**src/rtl/cpu_clock_ctrl.sv**
```systemverilog
// Run/pause/single-step controller for the CPU clock domain.
// Produces a one-cycle clock-enable `tick` from debounced buttons, a rate table and a halt request.
module cpu_clock_ctrl #(
  parameter int unsigned CLK_FREQ   = 100_000_000,
  parameter int unsigned DEB_CYCLES = 1_000_000
) (
  input  logic        clk,
  input  logic        rst,
  input  logic        go_btn,
  input  logic        step_btn,
  input  logic [2:0]  rate_sel,
  input  logic        halt,
  output logic        tick,
  output logic        running,
  output logic        halted,
  output logic [31:0] tick_cnt
);

  localparam int unsigned DebW = (DEB_CYCLES < 2) ? 1 : $clog2(DEB_CYCLES);
  localparam logic [DebW-1:0] DebLast = DebW'(DEB_CYCLES - 1);

  function automatic int unsigned per_of(input int unsigned hz);
    return (CLK_FREQ / hz == 0) ? 1 : CLK_FREQ / hz;
  endfunction

  localparam logic [31:0] Per0 = per_of(1);
  localparam logic [31:0] Per1 = per_of(4);
  localparam logic [31:0] Per2 = per_of(16);
  localparam logic [31:0] Per3 = per_of(64);
  localparam logic [31:0] Per4 = per_of(256);
  localparam logic [31:0] Per5 = per_of(1024);
  localparam logic [31:0] Per6 = per_of(4096);

  typedef enum logic [1:0] {StIdle, StStep, StRun, StHalt} state_e;

  // Index 0 is go, index 1 is step.
  logic [1:0]      btn_raw;
  logic [1:0]      sync1_q, sync2_q;
  logic [1:0]      armed_q, armed_d;
  logic [1:0]      press_q, press_d;
  logic [DebW-1:0] deb_q [2];
  logic [DebW-1:0] deb_d [2];

  state_e      state_q, state_d;
  logic [31:0] div_q, div_d;
  logic [31:0] period;
  logic        tick_q, tick_d;
  logic        running_q, halted_q;
  logic [31:0] tick_cnt_q;
  logic        go_p, step_p;

  assign btn_raw = {step_btn, go_btn};
  assign go_p    = press_q[0];
  assign step_p  = press_q[1];

  // An armed button counts high cycles and fires; a disarmed one counts low cycles to re-arm.
  always_comb begin
    armed_d = armed_q;
    press_d = '0;
    for (int b = 0; b < 2; b++) begin
      deb_d[b] = '0;
      if (sync2_q[b] == armed_q[b]) begin
        if (deb_q[b] == DebLast) begin
          armed_d[b] = ~armed_q[b];
          press_d[b] = armed_q[b];
        end else begin
          deb_d[b] = deb_q[b] + DebW'(1);
        end
      end
    end
  end

  always_comb begin
    period = 32'd1;
    case (rate_sel)
      3'd0:    period = Per0;
      3'd1:    period = Per1;
      3'd2:    period = Per2;
      3'd3:    period = Per3;
      3'd4:    period = Per4;
      3'd5:    period = Per5;
      3'd6:    period = Per6;
      default: period = 32'd1;
    endcase
  end

  always_comb begin
    state_d = state_q;
    div_d   = div_q;
    tick_d  = 1'b0;
    unique case (state_q)
      StIdle: begin
        if (halt) begin
          state_d = StHalt;
        end else if (go_p) begin
          state_d = StRun;
          div_d   = '0;
        end else if (step_p) begin
          state_d = StStep;
        end
      end
      StStep: begin
        tick_d  = 1'b1;
        state_d = halt ? StHalt : StIdle;
      end
      StRun: begin
        if (halt) begin
          state_d = StHalt;
        end else if (go_p) begin
          state_d = StIdle;
        end else if (div_q >= period - 32'd1) begin
          // >= lets a switch to a shorter period fire at once instead of waiting for a wrap.
          tick_d = 1'b1;
          div_d  = '0;
        end else begin
          div_d = div_q + 32'd1;
        end
      end
      StHalt: state_d = StHalt;
      default: state_d = StIdle;
    endcase
  end

  always_ff @(posedge clk) begin
    if (rst) begin
      sync1_q    <= '0;
      sync2_q    <= '0;
      armed_q    <= '1;
      press_q    <= '0;
      deb_q[0]   <= '0;
      deb_q[1]   <= '0;
      state_q    <= StIdle;
      div_q      <= '0;
      tick_q     <= 1'b0;
      running_q  <= 1'b0;
      halted_q   <= 1'b0;
      tick_cnt_q <= '0;
    end else begin
      sync1_q    <= btn_raw;
      sync2_q    <= sync1_q;
      armed_q    <= armed_d;
      press_q    <= press_d;
      deb_q      <= deb_d;
      state_q    <= state_d;
      div_q      <= div_d;
      tick_q     <= tick_d;
      running_q  <= (state_d == StRun);
      halted_q   <= (state_d == StHalt);
      tick_cnt_q <= tick_cnt_q + {31'd0, tick_d};
    end
  end

  assign tick     = tick_q;
  assign running  = running_q;
  assign halted   = halted_q;
  assign tick_cnt = tick_cnt_q;

endmodule

```
**config.mk**
```make
export PLATFORM = sky130hd
export DESIGN_NAME = cpu_clock_ctrl
export DESIGN_NICKNAME = d
export VERILOG_FILES = /design/src/rtl/cpu_clock_ctrl.sv
export SDC_FILE = /design/constraint.sdc
export NUM_CORES = 1
export LEC_CHECK = 0
export BUFFER_PORTS_ARGS = -buffer_cell sky130_fd_sc_hd__clkbuf_2
export CORE_UTILIZATION = 45
export CTS_BUF_LIST = sky130_fd_sc_hd__clkbuf_4 sky130_fd_sc_hd__clkbuf_8
export DETAILED_ROUTE_END_ITERATION = 16
export PLACE_DENSITY_LB_ADDON = 0.08
export SLEW_MARGIN = 20
export SYNTH_ARGS = -nofsm -noshare
export SYNTH_HDL_FRONTEND = slang
export SYNTH_SLANG_ARGS = --single-unit
```
**constraint.sdc**
```tcl
create_clock -name clk -period 9.25 [get_ports clk]
set_input_delay 0.4625 -clock clk [delete_from_list [all_inputs] [get_ports clk]]
set_output_delay 0.4625 -clock clk [all_outputs]
set_load 0.05 [all_outputs]
```
==> summary.md <==
| Metric | Value |
|---|---|
| Multi-input logic area | 3740 um^2 |
| Worst EP required | 9.62 ns |
| Period utilization | 55.87% |
| Placeable Area | 13450 um^2 |
| Post-route ant nets | 0 |
| Pin count of the biggest net entering global routing | 53 |
| Sum Neg Setup Slack | 0 ns |
| Top_reg_cell synth | dfxtp_1 |
| Worst Tran Pin Value | 0.8371 ns |
| RSZ-0062 raised after global routing | false |
| Routed wire length on met2 | 6.263 mm |
| Vias in the first global route | 4981 |
| First-pass GRT wire length | 22.96 mm |
| Number of synthesized register bits | 117 |
| Crit path max fanout | 28 |
| Final nets | 851 |
| Initial antenna violation count | 0 |
| Cell chain of the critical path | clkbuf_2 > nand2_1 > or2_2 > ha_1 > nand2b_1 > or2_2 > inv_1 > ha_1 > nand3_1 > or3_1 > a2111oi_4 > o311ai_4 > buf_4 > a21o_1 > a21boi_1 > ha_1 > ha_1 > nand2_1 > nor4_1 > nand4_1 > or3_1 > a21oi_1 |
| GRT Total Usage | 19.84% |
| H-tree levels | 4 |
| Drc violations | 0 |
| DR top layer | met4 |
| Clock latency at the later pin of the worst-skew pair | 0.44 ns |
| Die X | 120.5 um |
| Crit Path Class | in2reg |
| FF+latch area | 2342 um^2 |
| GRT overflow | 0 |
| Netlist cell types | 55 |
| Register area share after synthesis | 37.08% |
| Metal3 WL | 688 um |
| Pwr per Cell Area | 166.8 nW/um^2 |
| EDFF count, synth | 0 |
| DIE AREA | 14520 um^2 |
| Synth Cell Area | 6317 um^2 |
| Final setup viols | 0 |
| Leakage power | 2.698 nW |
| Critical path launch point type | primary input |
| Slowest cell on the critical path | or3_1 |
| CTS tree | yes |
| Setup bufs post-CTS | 0 |
| # fillers | 1320 |
| Routed len/inst | 13.59 um |
| Crit-path leading delay family | simple AND/OR/NAND/NOR gates |
| Drt total wl | 13.51 mm |
| CTS Buffer Depth | 2 |
| Worst hold path type | in2reg |
| Run status | complete, no violations |
| Arrival @ worst endpoint | 5.54 ns |
| Area grow syn2layout | 12.18% |
| Total power | 0.001182 W |
| WL met1 | 6.362 mm |
| Drt first pass iters | 5 |
| Root Buffer Master | clkbuf_8 |
| Synth async-reset ratio | 0% |
| CP Capture Type | flop |
| Max-cap check violation count | 0 |
| Max-slew violation count | 0 |
| Ports | 43 |
| Row cnt | 42 |
| Most used cell, CP | ha_1 |
| Peak VDD IR | 0.1038 mV |
| Post-place setup slack | 3.666 ns |
| Worst-path clk slew | 0.07 ns |
| Final Hold Violating Endpoints | 0 |
| Drt initial violations | 266 |
| Sink Count | 117 |
| DIE HEIGHT | 120.5 um |
| Worst path max stage delay | 0.42 ns |
| Vias | 5306 |
| Synth Warn # | 0 |
| Fin crit period | 5.168 ns |
| Vias per std cell | 5.338 |
| Worst slew margin | 44.20% |
| CP bufs+invs | 3 |
| Detail Placement HPWL | 9.584 mm |
| Initial Util | 46.96% |
| Setup Skew | 0.006483 ns |
| N_diodes | 0 |
| # port buffers | 42 |
| Post-Syn Instances | 768 |
| Syn Area/Cell | 8.226 um^2 |
| Num CTS Buffers | 17 |
| Post-cts sizing count | 0 |
| Final setup margin | 4.082 ns |
| Share of layout cells above drive strength 1 | 11.98% |
| Max Clk Rate | 193.5 MHz |
| Hold buffers post-CTS | 0 |
| GP Congestion | 0.8824 |
[registers in the layout, summed over array words and instances, names as in the netlist]
name	flops
deb_q	40
tick	1
halted	1
state_q	2
sync1_q	2
running	1
sync2_q	2
tick_cnt	32
armed_q	2
press_q	2
div_q	32
[logic make-up (layout without fill, tap and decap cells)]
family	Yosys count	after routing	synth area share [%]
fa+ha+maj	38	38	7.526
flops	117	117	37.08
buf+inv	58	107	3.783
other cells	1	2	0.05936
compound gates	94	94	10.91
simple gates	387	387	30.52
xor+xnor	73	73	10.12
[path summary, 6_finish.rpt]
check                              start                       to  slack, ns  depth (start not counted)
setup reg to reg  div_q[11]$_SDFFE_PP0P_  tick_cnt[24]$_SDFF_PP0_       4.97                         15
hold / removal                  step_btn    sync1_q[1]$_SDFF_PP0_       0.24                          2
hold reg to reg    sync1_q[1]$_SDFF_PP0_    sync2_q[1]$_SDFF_PP0_       0.45                          1
setup / recovery             rate_sel[1]  tick_cnt[24]$_SDFF_PP0_       4.08                         22
[area by class of cell]
| type | count | area share (%) |
|---|---|---|
| Timing Repair Buffer | 46 | 3.390 |
| Sequential cell | 117 | 33.05 |
| Clock buffer | 19 | 3.690 |
| Tap cell | 176 | 3.107 |
| Clock inverter | 13 | 2.454 |
| Inverter | 29 | 1.536 |
| Multi-Input combinational cell | 594 | 52.77 |
[routing by layer]
metal / up-vias / global-route usage, %
met5: - / 0
met4: 0 / 7.948
met3: 18 / 5.708
met2: 93 / 32.15
met1: 2459 / 24.70
li1: 2736 / -
[per-stage QoR]
stage          area [um^2]  utilization (%)  instances  hold WS (ns)
3_3_place_gp          6651            49.44        962        0.4226
5_1_grt               7087            52.68        994        0.2257
2_1_floorplan         6321                -        769        0.4138
3_5_place_dp          6651            49.44        962        0.4354
4_1_cts               7087            52.68        994        0.2113
6_report              7087            52.68        994        0.2366
[report_power, final]
group / internal [W] / switching, W
logic: 0.0000448 / 0.000101
registers: 0.000517 / 0.00000985
clock network: 0.000285 / 0.000224
total: 0.000846 / 0.000336
[synth_stat cells (8+ instances only)]
library cell / n / area share, %
a21oi_1: 19 / 1.5
inv_1: 29 / 1.7
xor2_1: 31 / 4.3
nor3_1: 21 / 1.7
ha_1: 38 / 7.5
nand2b_1: 9 / 0.89
or3_1: 9 / 0.89
clkbuf_1: 20 / 1.2
nand3_1: 46 / 3.6
and3_1: 14 / 1.4
nand2_1: 92 / 5.5
nor2_1: 116 / 6.9
dfxtp_1: 117 / 37
and2_1: 11 / 1.1
a21o_1: 8 / 0.95
nand4_1: 21 / 2.1
o21ai_1: 8 / 0.63
and4_1: 9 / 1.2
xnor2_1: 42 / 5.8
nor4_1: 8 / 0.79
o2111ai_1: 11 / 1.5
nor2b_1: 9 / 0.89
o21ai_0: 14 / 1.1
[cell usage in the layout, fill, tap and decap left out, types with 11 or more instances in the layout]
cell	count
and2_1	11
inv_1	29
xnor2_1	42
nor2_1	116
clkbuf_8	19
and3_1	14
nor3_1	21
clkbuf_2	42
ha_1	38
nand2_1	92
o21ai_0	14
o2111ai_1	11
nand4_1	21
xor2_1	31
nand3_1	46
dfxtp_1	117
a21oi_1	19
(Power assumes the default switching activity.)
